==> src/rtl/spi_pkg.sv <==
// Shared definitions for the SPI memory controller: frame sizing and the
// controller state encoding.
package spi_pkg;

  localparam int WORD_BITS = 8;
  localparam int CNT_W     = 4;

  typedef enum logic [2:0] {
    IDLE        = 3'd0,
    GET_ADDR    = 3'd1,
    GOT_ADDR    = 3'd2,
    READ_LOAD   = 3'd3,
    READ_SEND   = 3'd4,
    WRITE_GET   = 3'd5,
    WRITE_STORE = 3'd6,
    DONE        = 3'd7
  } state_t;

  // States in which the edge counter is allowed to hold a running count.
  function automatic logic is_counting(input state_t s);
    case (s)
      GET_ADDR, READ_SEND, WRITE_GET: is_counting = 1'b1;
      default:                        is_counting = 1'b0;
    endcase
  endfunction

endpackage

==> src/rtl/spi_edge_counter.sv <==
// Saturating SCLK-edge counter for one frame phase; done flags the edge that
// completes the phase.
module spi_edge_counter #(
  parameter int WORD_BITS = spi_pkg::WORD_BITS,
  parameter int CNT_W     = spi_pkg::CNT_W
) (
  input  logic             clk,
  input  logic             rst_n,
  input  logic             clr,
  input  logic             inc,
  output logic [CNT_W-1:0] count,
  output logic             done
);

  localparam logic [CNT_W-1:0] LAST = CNT_W'(WORD_BITS - 1);
  localparam logic [CNT_W-1:0] FULL = CNT_W'(WORD_BITS);

  logic [CNT_W-1:0] r_count;

  // Count register: clear wins over increment, and it saturates at WORD_BITS.
  always_ff @(posedge clk or negedge rst_n) begin
    if (!rst_n) begin
      r_count <= '0;
    end else if (clr) begin
      r_count <= '0;
    end else if (inc && (r_count != FULL)) begin
      r_count <= r_count + CNT_W'(1);
    end else begin
      r_count <= r_count;
    end
  end

  assign count = r_count;
  assign done  = inc && !clr && (r_count == LAST);

endmodule

==> src/rtl/spi_fsm_controller.sv <==
// Sequencing FSM for the SPI memory: address latch, shift-register load,
// data-memory write and MISO enable, all decoded from registered state.
module spi_fsm_controller
  import spi_pkg::*;
#(
  parameter int WORD_BITS = spi_pkg::WORD_BITS,
  parameter int CNT_W     = spi_pkg::CNT_W
) (
  input  logic       clk,
  input  logic       rst_n,
  input  logic       cs,
  input  logic       sclk_pe,
  input  logic       sclk_ne,
  input  logic       rw_bit,
  output logic       addr_we,
  output logic       sr_we,
  output logic       dm_we,
  output logic       miso_buff,
  output logic [2:0] state
);

  localparam logic [CNT_W-1:0] FULL = CNT_W'(WORD_BITS);

  state_t           r_state;
  state_t           w_next;
  logic             r_addr_we;
  logic             r_sr_we;
  logic             r_dm_we;
  logic             r_miso_buff;
  logic             w_clr;
  logic             w_inc;
  logic             w_done;
  logic [CNT_W-1:0] w_count;

  spi_edge_counter #(
    .WORD_BITS(WORD_BITS),
    .CNT_W    (CNT_W)
  ) u_edge_counter (
    .clk  (clk),
    .rst_n(rst_n),
    .clr  (w_clr),
    .inc  (w_inc),
    .count(w_count),
    .done (w_done)
  );

  // Next-state logic; cs=1 aborts from every non-idle state before anything else.
  always_comb begin
    w_next = r_state;
    w_inc  = 1'b0;
    w_clr  = cs || !is_counting(r_state);
    case (r_state)
      IDLE: begin
        if (!cs) w_next = GET_ADDR;
        else     w_next = IDLE;
      end
      GET_ADDR: begin
        w_inc = sclk_pe && (w_count != FULL);
        if (cs)          w_next = IDLE;
        else if (w_done) w_next = GOT_ADDR;
        else             w_next = GET_ADDR;
      end
      GOT_ADDR: begin
        if (cs)          w_next = IDLE;
        else if (rw_bit) w_next = READ_LOAD;
        else             w_next = WRITE_GET;
      end
      READ_LOAD: begin
        if (cs) w_next = IDLE;
        else    w_next = READ_SEND;
      end
      READ_SEND: begin
        w_inc = sclk_ne && (w_count != FULL);
        if (cs)          w_next = IDLE;
        else if (w_done) w_next = DONE;
        else             w_next = READ_SEND;
      end
      WRITE_GET: begin
        w_inc = sclk_pe && (w_count != FULL);
        if (cs)          w_next = IDLE;
        else if (w_done) w_next = WRITE_STORE;
        else             w_next = WRITE_GET;
      end
      WRITE_STORE: begin
        if (cs) w_next = IDLE;
        else    w_next = DONE;
      end
      DONE: begin
        if (cs) w_next = IDLE;
        else    w_next = DONE;
      end
      default: begin
        w_next = IDLE;
      end
    endcase
  end

  // State and output registers; outputs are decoded from the next state so
  // they line up cycle-for-cycle with the registered state.
  always_ff @(posedge clk or negedge rst_n) begin
    if (!rst_n) begin
      r_state     <= IDLE;
      r_addr_we   <= 1'b0;
      r_sr_we     <= 1'b0;
      r_dm_we     <= 1'b0;
      r_miso_buff <= 1'b0;
    end else begin
      r_state     <= w_next;
      r_addr_we   <= (w_next == GOT_ADDR);
      r_sr_we     <= (w_next == READ_LOAD);
      r_dm_we     <= (w_next == WRITE_STORE);
      r_miso_buff <= (w_next == READ_SEND);
    end
  end

  assign addr_we   = r_addr_we;
  assign sr_we     = r_sr_we;
  assign dm_we     = r_dm_we;
  assign miso_buff = r_miso_buff;
  assign state     = r_state;

endmodule

==> config.mk <==
export PLATFORM = sky130hd
export DESIGN_NAME = spi_fsm_controller
export DESIGN_NICKNAME = d
export VERILOG_FILES = /design/src/rtl/spi_pkg.sv /design/src/rtl/spi_edge_counter.sv /design/src/rtl/spi_fsm_controller.sv
export SDC_FILE = /design/constraint.sdc
export NUM_CORES = 1
export LEC_CHECK = 0
export ABC_AREA = 1
export BUFFER_PORTS_ARGS = -buffer_cell sky130_fd_sc_hd__buf_2
export CELL_PAD_IN_SITES_DETAIL_PLACEMENT = 0
export CELL_PAD_IN_SITES_GLOBAL_PLACEMENT = 2
export CORE_MARGIN = 2
export CORE_UTILIZATION = 28
export DETAILED_ROUTE_END_ITERATION = 8
export GPL_TIMING_DRIVEN = 0
export HOLD_SLACK_MARGIN = 0.1
export PLACE_DENSITY_LB_ADDON = 0.1
export SLEW_MARGIN = 20
export SYNTH_ARGS = -nofsm -noshare
export SYNTH_HDL_FRONTEND = slang
export SYNTH_SLANG_ARGS = --single-unit
==> constraint.sdc <==
create_clock -name clk -period 1.6 [get_ports clk]
set_clock_uncertainty 0.15 [all_clocks]
set_input_delay 0.08 -clock clk [delete_from_list [all_inputs] [get_ports clk]]
set_output_delay 0.08 -clock clk [all_outputs]
set_load 0.02 [all_outputs]
# [After elaboration in Yosys (flattened, before gate mapping)]
# Index checks and enable logic that the tools add are counted.
[classes] addsub=1 eq_ne=13 mux=16 reduce_logical=13
[op_table] op="case mux 3 bit (7 select lines)" count=1
[op_table] op="== test 3 bit (second input constant)" count=6
[op_table] op="two-way mux 3 bit" count=6
[op_table] op="== test 3 x 2 -> 1 bit (second input constant)" count=4
[op_table] op="two-way mux 2 bit" count=4
[op_table] op="two-way mux 4 bit" count=2
[op_table] op="logical AND 1 bit" count=5
[op_table] op="adder 4 x 1 -> 4 bit (second input constant)" count=1
[op_table] op="== test 4 x 3 -> 1 bit (second input constant)" count=1
[op_table] op="inequality test 4 bit (second input constant)" count=1
[op_table] op="OR reduction 2 bit" count=2
[op_table] op="== test 3 x 1 -> 1 bit (second input constant)" count=1
[op_table] op="zero test 3 bit" count=1
[op_table] op="OR reduction 3 bit" count=1
[op_table] op="zero test 1 bit" count=2
[op_table] op="two-way mux 1 bit" count=2
[op_table] op="case mux 1 bit (2 select lines)" count=1
[op_table] op="nonzero test 2 bit" count=1
[op_table] op="logical OR 1 bit" count=1
[totals] register_bits=11 in_bits=6 out_inout_bits=7 wordCells=49

# [Longest topological paths before layout]
[depth] depth_word=12 mapped_depth=10 ltp_nobuf=10

# [By module]
# From an unflattened synthesis, not the netlist that was laid out.
[unflattened] cells_unflattened=78 hier_area_um2=600.6
[by_module_without_submodules] mod="spi_fsm_controller" n_inst=1 cells_each=47 area_each_um2=359.1 seq_area_each_um2=175.2
[by_module_without_submodules] mod="spi_edge_counter" n_inst=1 cells_each=31 area_each_um2=241.5 seq_area_each_um2=100.1

# [Least setup slack after synthesis]
# Ideal clock, no wire load.
[synth_path] kind="register to register" startpoint="register r_state[1] (netlist: state[1])" endpoint="register r_state[0] (netlist: state[0])" setup_ns=0.114 t_arrival_ns=1.324 required_ns=1.336 setup_slack_ns=0.012 path_stages_with_launch=11 path_buffers=0 period_less_slack_ns=1.588 cell_sequence="dfrtp_1 -> inv_2 -> nand2_2 -> nand2_2 -> nand2_4 -> nor2_8 -> nand3_4 -> nand2_2 -> nand3_2 -> nand2_1 -> inv_1"
[synth_between] elab_chain_len=11 elab_cells_between_ends=25 cone_classes="7 x eq/ne; 9 x mux; 9 x reduce/logical"
[synth_lines] item="from (decl)" line_no="spi_fsm_controller.sv:24" source="state_t r_state;"
[synth_lines] item="from (signal assigned)" line_no="spi_fsm_controller.sv:108" source="r_state <= w_next;"
[synth_lines] item="== test 3 bit / == test 3 x 1 -> 1 bit (equally long branches)" line_no="spi_pkg.sv:21, spi_fsm_controller.sv:52"
[synth_lines] item="OR reduction 3 bit" line_no="spi_pkg.sv:21" source="case (s)"
[synth_lines] item="two-way mux 1 bit" line_no="spi_pkg.sv:21"
[synth_lines] item="zero test 1 bit" line_no="spi_fsm_controller.sv:51" source="w_clr = cs || !is_counting(r_state);"
[synth_lines] item="logical OR 1 bit" line_no="spi_fsm_controller.sv:51"
[synth_lines] item="zero test 1 bit" line_no="spi_edge_counter.sv:34" source="assign done = inc && !clr && (r_count == LAST);"
[synth_lines] item="logical AND 1 bit (2 in series)" line_no="spi_edge_counter.sv:34"
[synth_lines] item="two-way mux 2 bit, on equally long branches" line_no="spi_fsm_controller.sv:60, spi_fsm_controller.sv:81, spi_fsm_controller.sv:75"
[synth_lines] item="two-way mux 3 bit, or another cell as far along" line_no="spi_fsm_controller.sv:80" source="if (cs) w_next = IDLE;"
[synth_lines] item="case mux 3 bit (7 select lines) *" line_no="spi_fsm_controller.sv:52" source="case (r_state)"
[synth_lines] item="named net w_next[0]" line_no="spi_fsm_controller.sv:25" source="state_t w_next;"
# The timed path passes the listed nets; every way through them passes the cells marked *.
# A chain may end at the register's enable or synchronous reset.

# [Worst setup path after layout]
[layout_path] startpoint="register u_edge_counter.r_count[1] (netlist: u_edge_counter.count[1])" endpoint="register r_dm_we (netlist: dm_we)"
[layout_between] elab_chain_len=9 elab_cells_between_ends=15 cone_classes="3 x eq/ne; 8 x mux; 4 x reduce/logical"
[layout_lines] item="from (decl)" line_no="spi_edge_counter.sv:18" source="logic [CNT_W-1:0] r_count;"
[layout_lines] item="from (signal assigned)" line_no="spi_edge_counter.sv:27" source="r_count <= r_count + CNT_W'(1);"
[layout_lines] item="from (signal assigned)" line_no="spi_edge_counter.sv:29" source="r_count <= r_count;"
[layout_lines] item="inequality test 4 bit" line_no="spi_fsm_controller.sv:58, spi_fsm_controller.sv:73, spi_fsm_controller.sv:79"
[layout_lines] item="logical AND 1 bit, on equally long branches" line_no="spi_fsm_controller.sv:58, spi_fsm_controller.sv:79, spi_fsm_controller.sv:73"
[layout_lines] item="case mux 1 bit (2 select lines)" line_no="spi_fsm_controller.sv:52"
[layout_lines] item="logical AND 1 bit" line_no="spi_edge_counter.sv:34"
[layout_lines] item="logical AND 1 bit *" line_no="spi_edge_counter.sv:34"
[layout_lines] item="two-way mux 2 bit, on equally long branches" line_no="spi_fsm_controller.sv:60, spi_fsm_controller.sv:81, spi_fsm_controller.sv:75"
[layout_lines] item="two-way mux 3 bit, or another cell as far along" line_no="spi_fsm_controller.sv:80"
[layout_lines] item="case mux 3 bit (7 select lines) *" line_no="spi_fsm_controller.sv:52"
[layout_lines] item="== test 3 bit *" line_no="spi_fsm_controller.sv:111" source="r_dm_we <= (w_next == WRITE_STORE);"
[layout_lines] item="to (signal assigned)" line_no="spi_fsm_controller.sv:111"
[layout_lines] item="to (decl)" line_no="spi_fsm_controller.sv:28" source="logic r_dm_we;"
# Mark *: on every way between the ends. The rest lies on a longest branch, timed or not.

==> run summary <==
• 11 — number of synthesized register bits
• clkbuf_4 — root buf cell
• 652 MHz — max frequency
• dfrtp_1 (42%), inv_1 (6.3%), nand3_1 (5.3%), nor3_4 (4.9%), nor2_1 (4.0%) — top cells by area in the synthesized netlist
• 661 um^2 — netlist area before placement
• 1 — CTS HTree Levels
• built — TritonCTS clock tree
• 0.417 — area share of the leading cell type in the synthesized netlist
• 400 ps — peak per-stage delay on the critical path
• dfrtp_1 — largest area contributor in the synthesized netlist
• 82 — nets in the synthesized netlist
• 23 — count of cell types in the netlist
• 4.45 — via-per-instance ratio
• 0.417 — proportion of synthesized chip area in sequential cells
• 0.126 — total global routing track utilization
• yes — unrepaired setup endpoints after global routing
• 74 — Cells after Synth
• 52.6 um — die height
• dfrtp_1 (11), inv_1 (11), nand3_1 (7), nor2_1 (7), nand2_1 (6) — commonest cells in the netlist
• 1530 ps — time the worst path needs with I/O delays and setup
• 270 ps — clock network latency to the later pin of the worst-skew pair
• 17 — Core Rows
• 279 um^2 — sequential standard cell area
• 3 — Num CTS Buffers
• reg -> reg — classification of the worst setup path
• 52.6 um — Die Wd
• flop — Worst setup SP type
• 0 — number of flops mapped to enable cells by yosys
• 13 — num ports
• 1550 ps — data arrival time at the worst-slack endpoint
• 12 — largest net degree at the start of global routing
• 0.00221 mm^2 — total core area
• 11.5 um — wire per inst
• finished, final reports clean — result of the run
• 114 — # placed instances
• 0.715 — routability cong.
• 42.4% — area added between synthesis and finish
• 483 ps — Worst-Margin Slew
• 2.50 mm — global-route wire length before repair
• 774 uV — peak ir drop on the vdd network
• 242 — fill cell count
• 0 — final antenna diode count
• 0 — # Max-Cap Violations
• 0 — total of endpoints with negative setup slack in the final report
• 0 — antenna violations before repair
• 0.299 — Initial Utilization
• 5 — crit-path max FO
• in -> reg — hold crit path type
• simple AND/OR/NAND/NOR gates — gate family responsible for the most delay along the worst path
• 0 — Antenna Violating Nets Remaining
• 756 um^2 — Post-Place Cell Area
• dfrtp_1 — Crit-path slowest cell
• 0.00276 mm^2 — die area
• 579 — via total after detailed routing
• dfrtp_1 — Top FF cell, synth
• flop — endpoint class of the critical path
• 1.50 mm — Total Wirelength
• 564 — via count of the first global-routing pass
• 1610 ps — endpoint required time on the critical path
• 0 — number of hold violations in the final report
• 0 — number of warnings issued by yosys
• 0.958 — final worst path period share
• 1080 mW/mm^2 — power per unit of standard cell area
• 130 — Cell Count, Final, Fillers Out
• 1.00 — share of flip-flops with an asynchronous set or reset
• 11 — # clock sinks
• 0.451 nW — Leakage
• 0.677 — Max transition margin
• 12 — count of input and output buffers
• 0 — Final Slew Violations
• inv_1 > ha_2 > nand2_2 > nor2_4 > nor2_8 > nand4_1 > inv_1 > nor2_1 > nor2_1 — critical path, cell by cell
• 1.09 mm — post-detailed-placement half-perimeter wirelength
• 111 — Final Net Count
• 0 — final routed DRC violation total
• 4 — Detailed Route Iter0 Violations
• 388 um^2 — area used by multi-input combinational logic
• 70 ps — clock slew seen by the registers of the worst setup and hold paths
• 3 — first-pass detailed-route iteration total
• 0.480 — fraction of final layout cells with drive strength greater than 1
• 941 um^2 — Non-Filler Cell Area, Final
• 208 ps — worst hold-check slack
• 2 — number of buffers and inverters on the critical path
• 2 — maximum count of clock buffers along a single path
• 0 — total grt overflow
• 8.93 um^2 — average cell area after synthesis
cell families (layout without fill, tap and decap cells):
logic type                 Yosys count  in the layout  share of synthesized area
and+or+nand+nor                     37             37                      0.375
buffers and inverters               13             41                     0.0739
DFF                                 11             11                      0.417
AOI/OAI and AO/OA                   10             10                     0.0833
adders and majority gates            2              2                     0.0379
xor gates and xnor gates             1              1                     0.0133
per-stage QoR:
step / setup TNS [ps] / power, W / util / worst slack [ps]
after floorplan: 0 / 0.000608 / - / 12.1
after global placement: -341 / 0.000691 / 0.342 / -106
after detailed placement: -280 / 0.000691 / 0.342 / -91.6
after CTS: 0 / 0.000896 / 0.381 / 0.337
after global routing: -37.1 / 0.00109 / 0.425 / -16.7
final: 0 / 0.00102 / 0.425 / 67.3
metal layers:
metal,GRT usage,share of wire,vias up
li1,-,-,301
met1,0.149,0.43,267
met3,0.0429,0.029,2
met2,0.215,0.52,9
met4,0.0385,0.011,0
met5,0,0,-
worst register-to-register path, delay by kind of cell (launching register included):
kind | cells | cell delay, ps
fa+ha+maj | 1 | 170
buf+inv | 2 | 150
flops | 1 | 400
simple gates | 6 | 560
report_power, final:
group / switching [W] / internal, W / total [W] / leakage (nW)
clock: 0.0000945 / 0.0000925 / 0.000187 / 0.0177
combinational: 0.000258 / 0.000222 / 0.000480 / 0.287
sequential: 0.0000495 / 0.000304 / 0.000354 / 0.147
total: 0.000402 / 0.000619 / 0.00102 / 0.451
area by class of cell:
cell class                      count  share of cell area
Clock buffer                        3              0.0239
Inverter                           13              0.0545
Tap cell                           28              0.0372
Multi-Input combinational cell     50               0.412
Clock inverter                      1             0.00532
Timing Repair Buffer               24               0.170
Sequential cell                    11               0.297
placed cells by master (no fill, tap or decap), drive strengths merged:
master	n
o21ai	6
o22ai	1
clkinv	1
clkbuf	3
nor3	6
nand3	10
a21oi	3
inv	13
nor2	9
ha	2
dfrtp	11
xor2	1
dlygate4sd3	4
nand4	2
nand2	10
buf	20
path summary, 6_finish.rpt:
kind                                          from                       to  slack (ps)  cells after the start
max in group asynchronous                    rst_n                 state[2]         270                      3
setup / recovery           u_edge_counter.count[1]                    dm_we          70                      9
min in group asynchronous                    rst_n                  addr_we         680                      3
setup reg to reg           u_edge_counter.count[1]                    dm_we          70                      9
hold / removal                             sclk_ne  u_edge_counter.count[1]         210                      7
hold reg to reg                           state[2]                  addr_we         430                      1
what timing repair did:
action / in CTS / in global routing
pin swaps: 0 / 4
setup endpoints to repair: 5 / 7
setup buffers: 2 / 6
endpoints found under the hold margin: 17 / 0
resized for setup: 3 / 14
hold buffers: 4 / 0
registers in the layout (all words and copies together) (netlist names):
register              flops
addr_we                   1
miso_buff                 1
u_edge_counter.count      4
state                     3
dm_we                     1
sr_we                     1
Power figures use the tool's default switching activity.
